### config.mk
export PLATFORM = sky130hd
export DESIGN_NAME = fetch_stage_flat
export DESIGN_NICKNAME = d
export VERILOG_FILES = /design/src/rtl/fetch_stage_if.sv /design/src/rtl/fetch_stage.sv /design/src/flat_wrapper.sv
export SDC_FILE = /design/constraint.sdc
export NUM_CORES = 1
export LEC_CHECK = 0
export CORE_UTILIZATION = 38
export CTS_CLUSTER_DIAMETER = 50
export CTS_CLUSTER_SIZE = 16
export DETAILED_ROUTE_END_ITERATION = 16
export PLACE_DENSITY_LB_ADDON = 0.2
export SLEW_MARGIN = 20
export SYNTH_ARGS = -nofsm -noshare
export SYNTH_HDL_FRONTEND = slang
export SYNTH_SLANG_ARGS = --single-unit
### constraint.sdc
create_clock -name clk -period 1.75 [get_ports clk]
set_clock_uncertainty 0.2 [all_clocks]
set_input_delay 0.2625 -clock clk [delete_from_list [all_inputs] [get_ports clk]]
set_output_delay 0.2625 -clock clk [all_outputs]
set_load 0.02 [all_outputs]
### src/rtl/fetch_stage_if.sv
// Fetch-stage bus bundle: instruction-memory request/grant/response
// channel plus the valid/ready channel toward decode.
interface fetch_stage_if #(
  parameter int WIDTH = 32
);
  logic             imem_req;
  logic [WIDTH-1:0] imem_addr;
  logic             imem_gnt;
  logic             imem_rvalid;
  logic [WIDTH-1:0] imem_rdata;
  logic             instr_valid;
  logic [WIDTH-1:0] instr;
  logic [WIDTH-1:0] instr_pc;
  logic             instr_ready;

  modport master (
    output imem_req,
    output imem_addr,
    input  imem_gnt,
    input  imem_rvalid,
    input  imem_rdata,
    output instr_valid,
    output instr,
    output instr_pc,
    input  instr_ready
  );

  modport slave (
    input  imem_req,
    input  imem_addr,
    output imem_gnt,
    output imem_rvalid,
    output imem_rdata,
    input  instr_valid,
    input  instr,
    input  instr_pc,
    output instr_ready
  );
endinterface

### src/rtl/fetch_stage.sv
// PC register and single-outstanding fetch sequencer.
// FETCH_ALIGN_CHECK_EN adds an ERR state and the fetch_misaligned output.
module fetch_stage #(
  parameter int               WIDTH    = 32,
  parameter logic [WIDTH-1:0] RESET_PC = '0
) (
  input  logic             clk,
  input  logic             rst_n,
  fetch_stage_if.master    bus,
  output logic [WIDTH-1:0] pc,
  input  logic [WIDTH-1:0] next_pc,
`ifdef FETCH_ALIGN_CHECK_EN
  output logic             fetch_misaligned,
`endif
  output logic [WIDTH-1:0] instr_count
);

`ifdef FETCH_ALIGN_CHECK_EN
  typedef enum logic [2:0] {
    IDLE, REQ, WAIT, HOLD, ERR
  } state_e;
`else
  typedef enum logic [1:0] {
    IDLE, REQ, WAIT, HOLD
  } state_e;
`endif

  state_e           state_q, state_d;
  logic [WIDTH-1:0] pc_q, pc_d;
  logic [WIDTH-1:0] instr_q, instr_d;
  logic [WIDTH-1:0] ipc_q, ipc_d;
  logic [WIDTH-1:0] cnt_q, cnt_d;

  always_ff @(posedge clk or negedge rst_n) begin
    if (!rst_n) begin
      state_q <= IDLE;
      pc_q    <= RESET_PC;
      instr_q <= '0;
      ipc_q   <= '0;
      cnt_q   <= '0;
    end else begin
      state_q <= state_d;
      pc_q    <= pc_d;
      instr_q <= instr_d;
      ipc_q   <= ipc_d;
      cnt_q   <= cnt_d;
    end
  end

  always_comb begin
    state_d = state_q;
    pc_d    = pc_q;
    instr_d = instr_q;
    ipc_d   = ipc_q;
    cnt_d   = cnt_q;
    unique case (state_q)
      IDLE: state_d = REQ;
      REQ: begin
        if (bus.imem_gnt) state_d = WAIT;
      end
      WAIT: begin
        if (bus.imem_rvalid) begin
          instr_d = bus.imem_rdata;
          ipc_d   = pc_q;
          state_d = HOLD;
        end
      end
      HOLD: begin
        if (bus.instr_ready) begin
          pc_d    = next_pc;
          cnt_d   = cnt_q + 1'b1;
          state_d = REQ;
`ifdef FETCH_ALIGN_CHECK_EN
          if (next_pc[1:0] != 2'b00) state_d = ERR;
`endif
        end
      end
`ifdef FETCH_ALIGN_CHECK_EN
      ERR: state_d = ERR;
`endif
      default: state_d = IDLE;
    endcase
  end

  // Outputs come straight from flops; no input reaches an output.
  assign bus.imem_req    = (state_q == REQ);
  assign bus.imem_addr   = {pc_q[WIDTH-1:2], 2'b00};
  assign bus.instr_valid = (state_q == HOLD);
  assign bus.instr       = instr_q;
  assign bus.instr_pc    = ipc_q;
  assign pc              = pc_q;
  assign instr_count     = cnt_q;

`ifdef FETCH_ALIGN_CHECK_EN
  assign fetch_misaligned = (state_q == ERR);
`endif

endmodule

### src/flat_wrapper.sv
// flat-port wrapper written by rule: the top's interface ports become plain ports
module fetch_stage_flat 
#(
  parameter int               WIDTH    = 32,
  parameter logic [WIDTH-1:0] RESET_PC = '0
)
  (clk, rst_n, pc, next_pc, instr_count, bus_imem_req, bus_imem_addr, bus_imem_gnt, bus_imem_rvalid, bus_imem_rdata, bus_instr_valid, bus_instr, bus_instr_pc, bus_instr_ready);
  fetch_stage_if #(.WIDTH(WIDTH)) bus_i ();
  input  logic clk;
  input  logic rst_n;
  output logic [WIDTH-1:0] pc;
  input  logic [WIDTH-1:0] next_pc;
  output logic [WIDTH-1:0] instr_count;
  output wire logic [$bits(bus_i.imem_req)-1:0] bus_imem_req;
  output wire logic [$bits(bus_i.imem_addr)-1:0] bus_imem_addr;
  input wire logic [$bits(bus_i.imem_gnt)-1:0] bus_imem_gnt;
  input wire logic [$bits(bus_i.imem_rvalid)-1:0] bus_imem_rvalid;
  input wire logic [$bits(bus_i.imem_rdata)-1:0] bus_imem_rdata;
  output wire logic [$bits(bus_i.instr_valid)-1:0] bus_instr_valid;
  output wire logic [$bits(bus_i.instr)-1:0] bus_instr;
  output wire logic [$bits(bus_i.instr_pc)-1:0] bus_instr_pc;
  input wire logic [$bits(bus_i.instr_ready)-1:0] bus_instr_ready;
  assign bus_imem_req = bus_i.imem_req;
  assign bus_imem_addr = bus_i.imem_addr;
  assign bus_i.imem_gnt = bus_imem_gnt;
  assign bus_i.imem_rvalid = bus_imem_rvalid;
  assign bus_i.imem_rdata = bus_imem_rdata;
  assign bus_instr_valid = bus_i.instr_valid;
  assign bus_instr = bus_i.instr;
  assign bus_instr_pc = bus_i.instr_pc;
  assign bus_i.instr_ready = bus_instr_ready;
  fetch_stage #(.WIDTH(WIDTH), .RESET_PC(RESET_PC)) u_core (.clk(clk), .rst_n(rst_n), .bus(bus_i), .pc(pc), .next_pc(next_pc), .instr_count(instr_count));
endmodule
==> results.md <==
- Count of different cell masters after synthesis: 26
- Final Worst Setup Slack: -0.105 ns
- Fin area: 0.00869 mm2
- Flop-to-flop setup slack: -0.10 ns
- R2R Path Start: u_core.state_q[0]
- ANT cells: 0
- Initial Util: 0.389
- # DRC: 0
- Worst-path fanout max: 11
- LEAKAGE: 4.17 nW
- Die Ht: roughly 120 um
- Worst Path Buf+Inv: 2
- DRT antenna net count: 0
- Clock Latency Late Sink: 0.41 ns
- WL/cell: 17.0 um
- Worst setup SP type: flip-flop
- PortBufs: 228
- Pre-CTS WS: -0.274 ns
- Cell with the most instances after synthesis: dfrtp_1
- Die width: 121 um
- Initial DRC Count: 118
- Top cells by area, synth: dfrtp_1 (60%), mux2_2 (20%), buf_4 (4.4%), xnor2_1 (4.2%), nand4_1 (1.3%)
- Worst path max stage delay: 0.39 ns
- Vias in the first global route: 3947
- Setup CP Type: flip-flop to flip-flop
- Multi-input logic area: 0.00195 mm2
- Post-synth ARST share: 1.00
- Post-DP Area: 0.00788 mm2
- Post-Layout Cell Count: 807
- Final hold vios: 0
- Top-area cell type share of the netlist area: 0.602
- IO Pins: 231
- Largest net degree at the start of global routing: 50
- H-tree depth: 4
- Placeable Area: 0.0139 mm2
- Vias per cell: roughly 4.8
- Initial antenna violation count: 0
- Clock transition at path regs: 0.05 ns
- Register area: 0.00326 mm2
- Row count: 43
- Worst r2r dst: u_core.instr_count[31]
- Total gr overflow: 0
- CP dominant cell by count: nand4_1
- Sequential element share of the synthesized area: 0.602
- Outcome: finished with violations
- Setup violators final: 89
- Via count: 3839
- Cts bufs inserted: 17
- Detailed Routing Iterations Pass 1: 4
- Synthesis Warnings: 0
- GR peak layer: met2
- Yosys reg bits: 130
- Pins over their slew limit: 0
- Worst vdd ir: 0.000956 V
- Number of synthesized flops with an enable pin: 0
- Cell Chain, Critical Path: buf_6, ha_4, nand4_1, nor4_4, buf_12, nand4_1, xnor2_1
- Mapped Area: between 0.005 and 0.006 mm2
- M3 GR Usage: 0.0667
- Violated checks: negative setup slack
- Minimum clock period: roughly 1.9 ns
- Main synth FF type: dfrtp_1
- Share of cells above drive strength 1: 0.311
- Setup crit end kind: flip-flop
- Die area: 0.0147 mm2
- Routability cong.: 0.737
- DP HPWL: just under 9000 um
- Largest area contributor in the netlist: dfrtp_1
- CP arrival: 1.95 ns
- CTS max path bufs: 2
- GRT met2 Usage: 0.309
- Avg Synthesized Cell Area: about 15 um2
- Clock Sink Count: 130
- Worst path slowest cell: dfrtp_1
- Power Dens Cells: 1780 mW/mm2
- Worst min-delay path class: input pin to asynchronous set/reset pin
- Fill count: roughly 1100
- Overall Global Routing Usage: 0.185
- CP required: roughly 1.8 ns
- Total wire length: around 14000 um
- Max-cap violations: 0
- Tot Pwr: 15.4 mW
- Dpl cells: ~760
- Synthesized netlist cell count: 371
- RSZ-0062 raised after global routing: true
- Final net count: 690
- CTS tree: built
- Fin crit share: 1.06
- Root Buffer: clkbuf_16
- Area grow syn2layout: 60.7%
- Fmax: approximately 0.54 GHz
- Met1 Use GR: 0.215
- Delay-heaviest family, CP: simple AND/OR/NAND/NOR gates
- Worst Hold Slack: 0.0183 ns
- Commonest cells post-synth: dfrtp_1 (130), mux2_2 (97), buf_4 (32)
- R2R cell count: 7
- First-pass GRT wire length: about 20000 um
-- routing by layer --
layer | vias up | share of wire | wire length, um
li1 | 1751 | - | -
met1 | 1925 | 0.40 | 5530
met2 | 150 | 0.50 | 6910
met3 | 13 | 0.078 | 1070
met4 | 0 | 0.015 | 200
met5 | - | 0 | 0
-- where the power goes --
group	internal (mW)	switching, mW	leakage, nW	total, mW
Sequential	4.25	0.794	1.59	5.04
Clock	2.14	1.20	0.269	3.33
Combinational	3.36	3.71	2.31	7.06
-- through the flow --
step	setup TNS, ns	util
CTS	-2.18	0.609
detailed placement	-14.27	0.568
floorplan	-0.879	-
global route	-8.85	0.626
global placement	-12.94	0.568
finish	-2.53	0.626
-- cells in the final DEF, fill, tap and decap left out, drive strengths merged, types with 4 or more instances in the layout --
cell | netlist | layout
and2 | 4 | 4
buf | 45 | 39
clkbuf | 0 | 29
clkdlybuf4s15 | 0 | 5
clkdlybuf4s50 | 0 | 67
dfrtp | 130 | 130
dlygate4sd2 | 0 | 153
ha | 4 | 4
inv | 6 | 6
mux2 | 97 | 97
nand2 | 10 | 10
nand3 | 10 | 10
nand4 | 14 | 14
nor2 | 5 | 5
nor4 | 4 | 4
xnor2 | 26 | 26
xor2 | 5 | 5
-- final cells by class --
| type | count | area share |
|---|---|---|
| flip-flops and latches | 130 | 0.375 |
| repair buffers | 271 | 0.309 |
| multi-input cells | 191 | 0.224 |
| clock buffers | 23 | 0.0539 |
| well taps | 180 | 0.0259 |
| clock inverters | 6 | 0.00950 |
| inverters | 6 | 0.00259 |
-- sequential cells by signal, indices dropped and copies added (netlist names) --
register             count
u_core.state_q           2
u_core.bus.instr        32
u_core.instr_count      32
u_core.pc               32
u_core.bus.instr_pc     32
-- worst max-delay path by stage --
stage               slack [ns]         startpoint                endpoint  cells past startpoint
finish                   -0.10  u_core.state_q[0]  u_core.instr_count[31]                      7
global route             -0.20  u_core.state_q[0]  u_core.instr_count[31]                      7
CTS                      -0.09  u_core.state_q[0]  u_core.instr_count[17]                      7
detailed placement       -0.27    bus_instr_ready  u_core.instr_count[26]                      6
global placement         -0.23    bus_instr_ready  u_core.instr_count[26]                      6
floorplan                -0.01  u_core.state_q[1]   u_core.instr_count[1]                      5
-- timing repair --
item / in CTS / in global routing
setup buffers: 9 / 2
hold buffers: 1 / 0
gates resized for setup: 190 / 17
gates cloned: 2 / 6
endpoints found under the setup margin: 226 / 107
hold endpoints to repair: 130 / 0
pin swaps: 4 / 13
-- logic make-up after synthesis --
group | count (synthesis) | synth area share
AO/OA/AOI/OAI | 2 | 0.00278
XOR/XNOR | 31 | 0.0502
adder cells (fa/ha/maj) | 4 | 0.00926
buffers and inverters | 51 | 0.0630
flip-flops | 130 | 0.602
multiplexers | 98 | 0.204
other | 1 | 0.000694
AND/OR/NAND/NOR | 54 | 0.0683
(Power assumes the default switching activity.)
